$ cat src/rtl/bitmux4to1_rr.sv
// -----------------------------------------------------------------------------
// bitmux4to1_rr
//
// Four-lane to one-lane symbol collector. Each lane presents a W-bit symbol
// with its own valid/ready handshake. One pending lane is granted per cycle,
// and its symbol is loaded into a single registered output stage together
// with its lane index.
//
// Build option:
//   BITMUX_FIXED_PRIORITY_EN  - when defined, the search always starts at
//                               lane 0 (lane 0 highest, lane 3 lowest) and no
//                               rotating pointer is implemented. When
//                               undefined, arbitration is round-robin: the
//                               search starts at the lane after the last
//                               granted one.
//
// Ports:
//   clk        rising-edge clock
//   rst        synchronous active-high reset
//   z_in       packed lane data, lane i = z_in[W*i +: W]
//   z_valid    per-lane valid
//   z_ready    per-lane ready, one-hot or zero, combinational
//   a_out      collected symbol (registered)
//   s_out      lane index of a_out (registered)
//   a_valid    output symbol valid (registered)
//   a_ready    downstream ready
//   sym_count  count of accepted symbols, wraps 255 -> 0
// -----------------------------------------------------------------------------
module bitmux4to1_rr #(
    parameter int W = 2
) (
    input  logic             clk,
    input  logic             rst,
    input  logic [4*W-1:0]   z_in,
    input  logic [3:0]       z_valid,
    output logic [3:0]       z_ready,
    output logic [W-1:0]     a_out,
    output logic [1:0]       s_out,
    output logic             a_valid,
    input  logic             a_ready,
    output logic [7:0]       sym_count
);

    // Output holding register and counter
    logic [W-1:0] a_out_q,     a_out_d;
    logic [1:0]   s_out_q,     s_out_d;
    logic         a_valid_q,   a_valid_d;
    logic [7:0]   sym_count_q, sym_count_d;

    // Arbitration
    logic [1:0]   search_base;
    logic [7:0]   valid_dbl;
    logic [3:0]   valid_rot;
    logic [1:0]   grant_off;
    logic [1:0]   grant;
    logic         any_valid;
    logic         can_load;
    logic         do_grant;
    logic [W-1:0] grant_data;

`ifdef BITMUX_FIXED_PRIORITY_EN
    assign search_base = 2'd0;
`else
    logic [1:0] ptr_q, ptr_d;

    assign search_base = ptr_q;

    always_comb begin
        ptr_d = ptr_q;
        if (do_grant) begin
            ptr_d = grant + 2'd1;
        end
    end

    always_ff @(posedge clk) begin
        if (rst) begin
            ptr_q <= 2'd0;
        end else begin
            ptr_q <= ptr_d;
        end
    end
`endif

    // The load slot is free when empty, or when the held symbol leaves this
    // cycle; a drain and a new load in the same cycle leave no bubble.
    assign can_load  = !a_valid_q || a_ready;
    assign any_valid = |z_valid;
    assign do_grant  = can_load && any_valid && !rst;

    // Rotate the valid vector so that the search start lands on bit 0, pick
    // the lowest set bit, then rotate the offset back into a lane number.
    assign valid_dbl = {z_valid, z_valid};

    always_comb begin
        valid_rot = valid_dbl[search_base +: 4];
    end

    always_comb begin
        grant_off = 2'd3;
        if (valid_rot[0]) begin
            grant_off = 2'd0;
        end else if (valid_rot[1]) begin
            grant_off = 2'd1;
        end else if (valid_rot[2]) begin
            grant_off = 2'd2;
        end
    end

    assign grant = search_base + grant_off;

    always_comb begin
        grant_data = z_in[W-1:0];
        case (grant)
            2'd0:    grant_data = z_in[W-1:0];
            2'd1:    grant_data = z_in[2*W-1:W];
            2'd2:    grant_data = z_in[3*W-1:2*W];
            default: grant_data = z_in[4*W-1:3*W];
        endcase
    end

    // Ready is withheld during reset so no upstream symbol is consumed then.
    always_comb begin
        z_ready = 4'b0000;
        if (do_grant) begin
            z_ready = 4'b0001 << grant;
        end
    end

    always_comb begin
        a_out_d     = a_out_q;
        s_out_d     = s_out_q;
        a_valid_d   = a_valid_q;
        sym_count_d = sym_count_q;
        if (do_grant) begin
            a_out_d     = grant_data;
            s_out_d     = grant;
            a_valid_d   = 1'b1;
            sym_count_d = sym_count_q + 8'd1;
        end else if (can_load && a_ready) begin
            // Drained with nothing to replace it; data/index keep last values.
            a_valid_d = 1'b0;
        end
    end

    always_ff @(posedge clk) begin
        if (rst) begin
            a_out_q     <= '0;
            s_out_q     <= 2'd0;
            a_valid_q   <= 1'b0;
            sym_count_q <= 8'd0;
        end else begin
            a_out_q     <= a_out_d;
            s_out_q     <= s_out_d;
            a_valid_q   <= a_valid_d;
            sym_count_q <= sym_count_d;
        end
    end

    assign a_out     = a_out_q;
    assign s_out     = s_out_q;
    assign a_valid   = a_valid_q;
    assign sym_count = sym_count_q;

endmodule

$ cat config.mk
export PLATFORM = sky130hd
export DESIGN_NAME = bitmux4to1_rr
export DESIGN_NICKNAME = d
export VERILOG_FILES = /design/src/rtl/bitmux4to1_rr.sv
export SDC_FILE = /design/constraint.sdc
export NUM_CORES = 1
export LEC_CHECK = 0
export ABC_AREA = 1
export BUFFER_PORTS_ARGS = -buffer_cell sky130_fd_sc_hd__buf_2
export CAP_MARGIN = 10
export CORE_MARGIN = 2
export CORE_UTILIZATION = 40
export DETAILED_ROUTE_END_ITERATION = 6
export GPL_TIMING_DRIVEN = 0
export HOLD_SLACK_MARGIN = 0.03
export PLACE_DENSITY = 0.78
export SETUP_SLACK_MARGIN = 0.05
export SLEW_MARGIN = 20
export SYNTH_ARGS = -nofsm -noshare
export SYNTH_HDL_FRONTEND = slang
export SYNTH_SLANG_ARGS = --single-unit
$ cat constraint.sdc
create_clock -name clk -period 2.3 [get_ports clk]
set_clock_uncertainty 0.15 [all_clocks]
set_input_delay 0.46 -clock clk [delete_from_list [all_inputs] [get_ports clk]]
set_output_delay 0.46 -clock clk [all_outputs]
set_load 0.05 [all_outputs]
==> qor.yml <==
run_status: "finished with violations"
violated_checks: "setup timing"
worst_hold_path_type: "input pin to register"
tritoncts: "yes"
drc_errors: 0
detail_route.vias_per_cell: 5.01
cts_sinks: 15
layout_fillers: 190
path_cells: "inv_8 -> nand2_4 -> nand3_4 -> nand2_2 -> a32o_2 -> ha_4 -> inv_2 -> nand3_2 -> nand2_4 -> ha_4 -> inv_4 -> nor2_4 -> buf_8"
start_util_pct: 42.8
hold_path_startpoint: "rst"
p_leak_nw: 0.694
finalSetupTns_ns: -1.60
synthDominantCellAreaShare_pct: 31.1
fmax_mhz: 376
areaGrowthSynthToFinish_pct: 52.0
hold_depth: 2
cts_inserted_buffers: 3
timing.reg2reg.setup_slack_ns: -0.20
worst-slew-pin-transition_ns: 0.251
synth_top_area_cell: "dfxtp_1"
sequential_share_of_the_synthesized_area_pct: 31.1
synth_warnings: 0
groute.usage.overall_pct: 17.7
rr_worst_depth: 17
synth-async-reset-ratio_pct: 0
holdPathEnd: "a_out[0]"
dieArea_um2: 2820
detailedPlace.worstSlack_ns: -0.286
num_vias: 1022
finalCritPeriodShare_pct: 116
drive_gt1_share_pct: 54.0
antenna_found_initial: 0
origin_of_the_critical_flop_to_flop_path: "ptr_q[0]"
synth_fp_nets: 151
worst-setup-path-type: "register to output port"
first_iter_violations: 8
drv_slew: 0
cts_buffer_depth: 2
numPortBuffers: 30
worstPathMaxFanout: 6
syn_avg_cell_area_um2: 7.36
grt_max_degree: 11
via_count_of_the_first_global_routing_pass: 925
placementRows: 17
worst_ir_drop_vdd_mv: 0.526
cts_htree_levels: 1
global_route_wire_length_before_repair_um: 3710
wire_per_inst_um: 12.1
yosys-top-cells-area: "dfxtp_1 31%, nand2_1 12%, nand3_2 7.3%"
r2r_end: "a_out[1]"
place.detailed.hpwl_um: 1710
clk_pin_slew_worst_paths_ns: 0.09
holdBufCountCts: 0
slowest_stage: "dfxtp_4"
final_net_count: 197
ios: 32
synth.cell_area_um2: 965
yosys_register_bits: 15
timing.max_slew.rel_slack_pct: 83.4
hold_violations: 0
post_synth_most_frequent_cells: "30 x nand2_1, 18 x inv_1, 15 x dfxtp_1, 11 x nor2_1, 9 x a21oi_1"
power.density_cell_area_nw_per_um2: 730
grt_remaining_overflow: 0
antennaDiodeCount: 0
detail_route.wirelength_um: 2480
most_frequent_cell_after_synthesis: "nand2_1"
die_width_um: 53.1
clock-root-buffer: "clkbuf_4"
postSynth.topFlopCell: "dfxtp_1"
global_placement_routability_congestion: 0.751
clk_latency_ns: 0.28
setup_viol_count_final: 6
timing.critical_path.to_type: "output port"
drv_cap: 0
critical_path_arrival_ns: 2.05
drt_pre_antenna_iters: 4
antenna_violating_nets_post_route: 0
worst_path_largest_cell_delay_ns: 0.40
synthesized_netlist_cell_count: 131
setup_ws_ns: -0.359
fp.coreArea_um2: 2250
timing.critical_path.from_type: "register"
period_minus_slack_ns: 2.66
worst-endpoint-required_ns: 1.69
chipHeight_um: 53.1
yosys.cell_types.count: 25
unrepaired_setup_endpoints_after_global_routing: "yes"
synth_edf_count: 0
==> layout by cell type (no fill, tap or decap), types with 2 or more instances in the layout <==
cell and count:
buf_2 26, nand2_1 22, inv_1 14, dfxtp_1 13, buf_4 10, a21oi_1 9
nand3_2 8, nor2_1 8, nand2_4 7, o21ai_0 7, buf_6 5, nor2_4 5
nand2_2 4, nand3_1 4, inv_2 3, ha_4 3, clkbuf_4 3, inv_4 2
a221oi_2 2, a21oi_2 2, ha_1 2, buf_8 2
==> stage by stage <==
step | power [mW] | hold slack (ns) | instances | utilization, % | area (µm²)
final | 1.07 | 0.229 | 204 | 65.0 | 1470
after global routing | 1.13 | 0.209 | 204 | 65.0 | 1470
after CTS | 0.995 | 0.223 | 198 | 61.0 | 1380
after detailed placement | 0.784 | 0.313 | 189 | 55.7 | 1260
after global placement | 0.769 | 0.307 | 189 | 55.7 | 1260
after floorplan | 0.693 | 0.402 | 131 | - | 1070
==> critical path, delay by kind of cell, from the launching register on <==
family          cells  cell delay, ns
fa+ha+maj           2            0.33
flops               1            0.40
buf+inv             4            0.33
simple gates        6            0.44
compound gates      1            0.25
==> worst max-delay path by stage <==
stage	cells past startpoint	end	from
after floorplan	10	z_ready[0]	ptr_q[0]
after global placement	13	z_ready[2]	z_valid[3]
after detailed placement	13	z_ready[2]	z_valid[3]
after CTS	14	z_ready[2]	ptr_q[0]
after global routing	13	z_ready[1]	ptr_q[0]
final	13	z_ready[1]	ptr_q[0]
==> state kept, by name, indices dropped and copies added (netlist names) <==
name,cells
ptr_q,2
sym_count,8
a_valid,1
a_out,2
s_out,2
==> cell type report <==
cell class | instances | area (µm²) | share of cell area [%]
well taps | 28 | 35.0 | 2.39
plain buffers | 2 | 22.5 | 1.54
inverters | 21 | 96.3 | 6.57
flip-flops and latches | 15 | 305 | 20.8
clock buffers | 3 | 22.5 | 1.54
clock inverters | 1 | 5.00 | 0.341
multi-input cells | 93 | 711 | 48.5
repair buffers | 41 | 269 | 18.3
==> routing by layer <==
metal  GRT usage, %  up-vias  wire [µm]
met5              0        -          0
met1           19.7      479       1080
met2           33.5       24       1260
met3           1.69        4         93
li1               -      515          -
met4           7.69        0         37
==> power breakdown <==
group / total (mW) / internal, mW / switching (mW)
sequential: 0.309 / 0.282 / 0.0266
combinational: 0.613 / 0.255 / 0.358
clock: 0.149 / 0.0645 / 0.0845
total: 1.07 / 0.602 / 0.469
==> repair_timing <==
action                                  CTS  global route
pin swaps                                 7            11
resized for setup                        15            12
buffers inserted                          5             6
endpoints found under the setup margin    6             6
==> cell families after synthesis <==
logic type / Yosys count / share of synthesized area (%)
simple gates: 66 / 38.1
compound gates: 22 / 13.7
flops: 15 / 31.1
buf+inv: 23 / 10.5
fa+ha+maj: 5 / 6.49
Power figures use the tool's default switching activity.
